`src/rtl/elevator_pkg.sv`:
```
// elevator_pkg: shared state and direction encodings for the elevator controller
package elevator_pkg;
  typedef enum logic [1:0] {IDLE, MOVE, DOOR, FAULT} state_t;
  localparam logic [1:0] DIR_IDLE = 2'b00;
  localparam logic [1:0] DIR_UP   = 2'b01;
  localparam logic [1:0] DIR_DOWN = 2'b10;
endpackage

```
`src/rtl/elevator_req_scan.sv`:
```
// req_scan: request lookup around a floor (stop decision and SCAN departure direction)
module req_scan
  import elevator_pkg::*;
#(
  parameter int FLOORS = 8,
  localparam int FW = $clog2(FLOORS)
) (
  input  logic [FLOORS-1:0] up,
  input  logic [FLOORS-1:0] dn,
  input  logic [FLOORS-1:0] car,
  input  logic [FW-1:0]     floor,
  input  logic [1:0]        dir,
  output logic              here,
  output logic              stop_here,
  output logic [1:0]        dep_dir
);
  logic [FLOORS-1:0] all;
  logic any_above, any_below, ahead, go_up;
  int fl, du, dd;
  always_comb begin
    all = up | dn | car;
    fl = int'(floor);
    any_above = 1'b0;
    any_below = 1'b0;
    du = FLOORS;
    dd = FLOORS;
    for (int f = 0; f < FLOORS; f++) begin
      if (all[f] && f > fl) begin
        any_above = 1'b1;
        if (f - fl < du) du = f - fl;
      end
      if (all[f] && f < fl) begin
        any_below = 1'b1;
        if (fl - f < dd) dd = fl - f;
      end
    end
    here = all[floor];
    ahead = dir == DIR_UP ? any_above : dir == DIR_DOWN ? any_below : 1'b0;
    stop_here = car[floor] | (dir == DIR_UP ? up[floor] : dn[floor]) | !ahead;
    go_up = any_above && (!any_below || du <= dd);
    dep_dir = dir == DIR_UP   ? (any_above ? DIR_UP : any_below ? DIR_DOWN : DIR_IDLE) :
              dir == DIR_DOWN ? (any_below ? DIR_DOWN : any_above ? DIR_UP : DIR_IDLE) :
              go_up ? DIR_UP : any_below ? DIR_DOWN : DIR_IDLE;
  end
endmodule

```
`src/rtl/elevator_ctrl_n.sv`:
```
// elevator_ctrl_n: N-floor single-car controller with SCAN scheduling, door dwell and travel fault
module elevator_ctrl_n
  import elevator_pkg::*;
#(
  parameter int FLOORS = 8,
  parameter int DOOR_TICKS = 10,
  parameter int TRAVEL_TIMEOUT = 20,
  localparam int FW = $clog2(FLOORS),
  localparam int LW = $clog2(DOOR_TICKS + 1),
  localparam int TW = $clog2(TRAVEL_TIMEOUT + 1)
) (
  input  logic                  clk,
  input  logic                  rst,
  input  logic                  tick,
  input  logic                  level_trans,
  input  logic [FLOORS-1:0]     hall_up,
  input  logic [FLOORS-1:0]     hall_down,
  input  logic [FLOORS-1:0]     car_call,
  input  logic                  open_btn,
  input  logic                  close_btn,
  output logic [FW-1:0]         floor,
  output logic [1:0]            direct,
  output logic                  moving,
  output logic                  door,
  output logic [LW-1:0]         left,
  output logic                  warning,
  output logic [3*FLOORS-1:0]   lamps
);
  localparam logic [FLOORS-1:0] UP_OK = {1'b0, {(FLOORS-1){1'b1}}};
  localparam logic [FLOORS-1:0] DN_OK = {{(FLOORS-1){1'b1}}, 1'b0};
  state_t state, state_nx;
  logic [FLOORS-1:0] up_q, dn_q, car_q, up_nx, dn_nx, car_nx, pu, pd, keep;
  logic [FW-1:0] floor_nx, step_floor, scan_floor;
  logic [1:0] direct_nx, dep_dir;
  logic [LW-1:0] left_nx;
  logic [TW-1:0] tcnt, tcnt_nx;
  logic lt_q, rise, here, stop_here, at_call, clr;
  assign rise = level_trans & ~lt_q;
  assign pu = hall_up & UP_OK;
  assign pd = hall_down & DN_OK;
  assign step_floor = direct == DIR_UP   ? (floor == FW'(FLOORS-1) ? floor : floor + 1'b1) :
                      direct == DIR_DOWN ? (floor == '0 ? floor : floor - 1'b1) : floor;
  assign scan_floor = (state == MOVE && rise) ? step_floor : floor;
  // With the door open, presses at the current floor only hold the door, they never latch
  assign keep = state == DOOR ? ~(FLOORS'(1) << floor) : '1;
  assign at_call = pu[floor] | pd[floor] | car_call[floor];
  assign moving = state == MOVE;
  assign door = state == DOOR;
  assign warning = state == FAULT;
  assign lamps = {car_q, dn_q, up_q};
  req_scan #(.FLOORS(FLOORS)) u_scan (
    .up(up_q), .dn(dn_q), .car(car_q), .floor(scan_floor), .dir(direct),
    .here(here), .stop_here(stop_here), .dep_dir(dep_dir)
  );
  always_comb begin
    state_nx = state;
    floor_nx = floor;
    direct_nx = direct;
    left_nx = left;
    tcnt_nx = tcnt;
    clr = 1'b0;
    up_nx = up_q | (pu & keep);
    dn_nx = dn_q | (pd & keep);
    car_nx = car_q | (car_call & keep);
    case (state)
      IDLE: begin
        if (here) begin
          state_nx = DOOR;
          left_nx = LW'(DOOR_TICKS);
          clr = 1'b1;
        end else if (dep_dir != DIR_IDLE) begin
          state_nx = MOVE;
          direct_nx = dep_dir;
          tcnt_nx = '0;
        end
      end
      MOVE: begin
        if (rise) begin
          floor_nx = step_floor;
          tcnt_nx = '0;
          if (stop_here) begin
            state_nx = DOOR;
            left_nx = LW'(DOOR_TICKS);
            clr = 1'b1;
          end
        end else if (tick) begin
          if (tcnt == TW'(TRAVEL_TIMEOUT-1)) state_nx = FAULT;
          else tcnt_nx = tcnt + 1'b1;
        end
      end
      DOOR: begin
        if (open_btn | at_call) left_nx = LW'(DOOR_TICKS);
        else if (left == '0) begin
          direct_nx = dep_dir;
          state_nx = dep_dir == DIR_IDLE ? IDLE : MOVE;
          tcnt_nx = '0;
        end else if (close_btn) left_nx = '0;
        else if (tick) left_nx = left - 1'b1;
      end
      FAULT: ;
    endcase
    // Serviced calls: the car call plus the hall call matching the way the car will leave
    if (clr) begin
      car_nx[scan_floor] = 1'b0;
      if (dep_dir != DIR_DOWN) up_nx[scan_floor] = 1'b0;
      if (dep_dir != DIR_UP) dn_nx[scan_floor] = 1'b0;
    end
  end
  always_ff @(posedge clk or posedge rst) begin
    if (rst) begin
      state <= IDLE;
      floor <= '0;
      direct <= DIR_IDLE;
      left <= '0;
      tcnt <= '0;
      lt_q <= 1'b0;
      up_q <= '0;
      dn_q <= '0;
      car_q <= '0;
    end else begin
      state <= state_nx;
      floor <= floor_nx;
      direct <= direct_nx;
      left <= left_nx;
      tcnt <= tcnt_nx;
      lt_q <= level_trans;
      up_q <= up_nx;
      dn_q <= dn_nx;
      car_q <= car_nx;
    end
  end
endmodule

```
`config.mk`:
```
export PLATFORM = sky130hd
export DESIGN_NAME = elevator_ctrl_n
export DESIGN_NICKNAME = d
export VERILOG_FILES = /design/src/rtl/elevator_pkg.sv /design/src/rtl/elevator_req_scan.sv /design/src/rtl/elevator_ctrl_n.sv
export SDC_FILE = /design/constraint.sdc
export NUM_CORES = 1
export LEC_CHECK = 0
export ABC_AREA = 1
export CAP_MARGIN = 0
export CORE_ASPECT_RATIO = 1.25
export CORE_UTILIZATION = 39
export DETAILED_ROUTE_END_ITERATION = 10
export PLACE_DENSITY = 0.72
export SLEW_MARGIN = 20
export SYNTH_ARGS = -nofsm -noshare
export SYNTH_HDL_FRONTEND = slang
export SYNTH_SLANG_ARGS = --single-unit
```
`constraint.sdc`:
```
create_clock -name clk -period 10.15 [get_ports clk]
set_input_delay 2.03 -clock clk [delete_from_list [all_inputs] [get_ports clk]]
set_output_delay 2.03 -clock clk [all_outputs]
set_load 0.01 [all_outputs]
```
==> reports/results.ini <==
[route]
viasPerCell=5.37
drc=0
vias=6202
firstDrtPassIters=5
routed_wl_mm=18.2
ant_nets=0
drtIter0Drc=286
routedWlPerCell_um=15.8

[synthesis]
synth_cell_types=46
ys.flop_type=dfrtp_1
yosysWarnings=0
synth_cells=776
syn_area_per_cell_um2=6.57
ys_seq_area_share_pct=20.1
syn_area_um2=5100
async_reset_ff_share_pct=100
synth_edf_count=0
ys_ff_latch=41

[setup_path]
cp.required_ns=10.37
worst-r2r-setup-slack_ns=-0.29
worst_path_max_delay_cell=a2111oi_4
r2r_start=floor[1]
cpPeakStageDelay_ns=0.35
end_kind=flop
start_kind=input pin
path_class=input pin to flop
r2r_cells=76
cp_max_fo=7
rr_endpoint=tcnt[4]
timing.critical_path.mode_cell=nand2_1
arrival_ns=11.50

[sta]
period_share_pct=111
rsz0062_at_grt=true
finalSetupViolations=25
relSlewSlack_pct=52.9
worst_pin_slew_ns=0.698
fin_crit_ns=11.28
timing.fmax_mhz=88.6
worst_slack_ns=-1.13
finalHoldViolations=0
slew_viol_final=0
fin_worst_skew_ns=0.00731

[final_layout]
layout-drive-gt1-share_pct=32.9
final_cell_mix=158 x nand2_1, 137 x buf_4, 111 x inv_1, 65 x ha_1, 62 x clkdlybuf4s50_1
antenna_cells=0
nNetsFinal=1102
final_area_um2=8030
final_cell_count_no_fill=1156
final_common_cell=nand2_1
area_growth_pct=57.5

[global_routing]
grt_pass1_vias=6121
grt_pass1_wl_mm=27.4
antenna_found_initial=0
grt_max_degree=42
grt_usage_pct=25.3
gr-total-overflow=0

[die]
ios=66
initial_core_util_pct=40.1
dieHeight_um=130
coreArea_um2=12700
dieArea_um2=13500
rows=46
chipWidth_um=104

[clock_tree]
tritoncts=built
postCtsHoldBufs=0
htreeDepth=2
cts.sinks=41
clkLatencyLatePin_ns=0.29
cts_buffer_depth=2
root_buffer=clkbuf_16
clk_pin_slew_ns=0.06
numCtsBuffers=5

[job]
maxCapViolations=0

[placed_design]
place.gp.congestion=0.910
place_hpwl_mm=12.7
numPlacedInstances=1104
dpl_cell_area_um2=6960
portBuffers=63

[hold_path]
whs_endpoint=tcnt[1]
hold_start=tcnt[1]
hold_path.class=flop to flop
whs_path_depth=2

[run_status]
status=complete, but fails checks
violations=negative setup slack

## what timing repair did
action	4_1_cts	5_1_grt
setup buffers	32	16
endpoints found under the setup margin	25	25
pin swaps	57	55
gates resized for setup	94	58
## routing by layer
layer	track usage (%)	wire length [um]	up-vias
met1	25.4	6780	2929
met2	51.1	9820	216
met3	1.75	715	66
met5	0	0	-
met4	15.2	934	0
li1	-	-	2991
## kinds of logic (layout without fill, tap and decap cells)
| kind of cell | Yosys count | count (layout) | synth area share (%) |
|---|---|---|---|
| AND/OR/NAND/NOR | 334 | 334 | 28.4 |
| AO/OA/AOI/OAI | 169 | 169 | 19.1 |
| multiplexers | 2 | 2 | 0.417 |
| buffers and inverters | 144 | 355 | 11.0 |
| flip-flops | 41 | 41 | 20.1 |
| other | 1 | 2 | 0.0736 |
| adder cells (fa/ha/maj) | 85 | 85 | 20.9 |
## critical path, delay by kind of cell
kind	cells	cell delay, ns
and+or+nand+nor	40	3.55
buffers and inverters	14	1.14
AOI/OAI and AO/OA	16	2.84
adders and majority gates	8	1.91
## stage by stage
step | setup slack [ns] | util, % | TNS [ns] | hold WS, ns
final | -1.13 | 63.1 | -19.79 | 0.538
after global placement | -1.64 | 54.8 | -32.46 | 0.505
after detailed placement | -1.88 | 54.8 | -38.09 | 0.517
after global routing | -1.81 | 63.1 | -35.23 | 0.587
after CTS | -0.786 | 60.3 | -10.15 | 0.532
after floorplan | -0.490 | - | -3.43 | 0.475
## state kept, by name (all words and copies together) (netlist names), 2 cells and up
name,cells
state,2
tcnt,5
floor,3
car_q,8
up_q,8
direct,2
left,4
dn_q,8
## cell usage after synthesis, drive strengths merged, types with 4 or more instances
library cell  count  area (um2)
buf               5        33.8
nand2           216         881
a211oi            4        30.0
dfrtp            41        1030
nand3            31         180
inv             133         504
o22ai             5        31.3
a31oi             6        37.5
nor3             12        60.1
a2111oi           7        61.3
clkbuf            5        18.8
o311ai            5        43.8
nor4              5        31.3
ha               85        1060
nand4             5        31.3
o211ai            5        37.5
a21oi            63         315
nor2             60         230
o21ai            60         300
## final cells by class
| class | instances | area, um2 |
|---|---|---|
| Clock buffer | 6 | 139 |
| Clock inverter | 2 | 13.8 |
| Fill cell | 1017 | 4690 |
| Inverter | 134 | 523 |
| Multi-Input combinational cell | 592 | 4300 |
| Sequential cell | 41 | 1030 |
| Tap cell | 168 | 210 |
| Timing Repair Buffer | 213 | 1820 |
## worst max path at each step
stage	startpoint	endpoint	slack, ns	depth (start not counted)
after global placement	level_trans	tcnt[4]	-1.64	75
after CTS	level_trans	tcnt[4]	-0.79	78
final	level_trans	tcnt[4]	-1.13	78
after floorplan	level_trans	tcnt[4]	-0.49	71
after detailed placement	level_trans	tcnt[4]	-1.88	75
after global routing	level_trans	tcnt[4]	-1.81	78
Power is not shown: default switching activity piles up to over one toggle a cycle in this logic, so the estimate is an artifact.
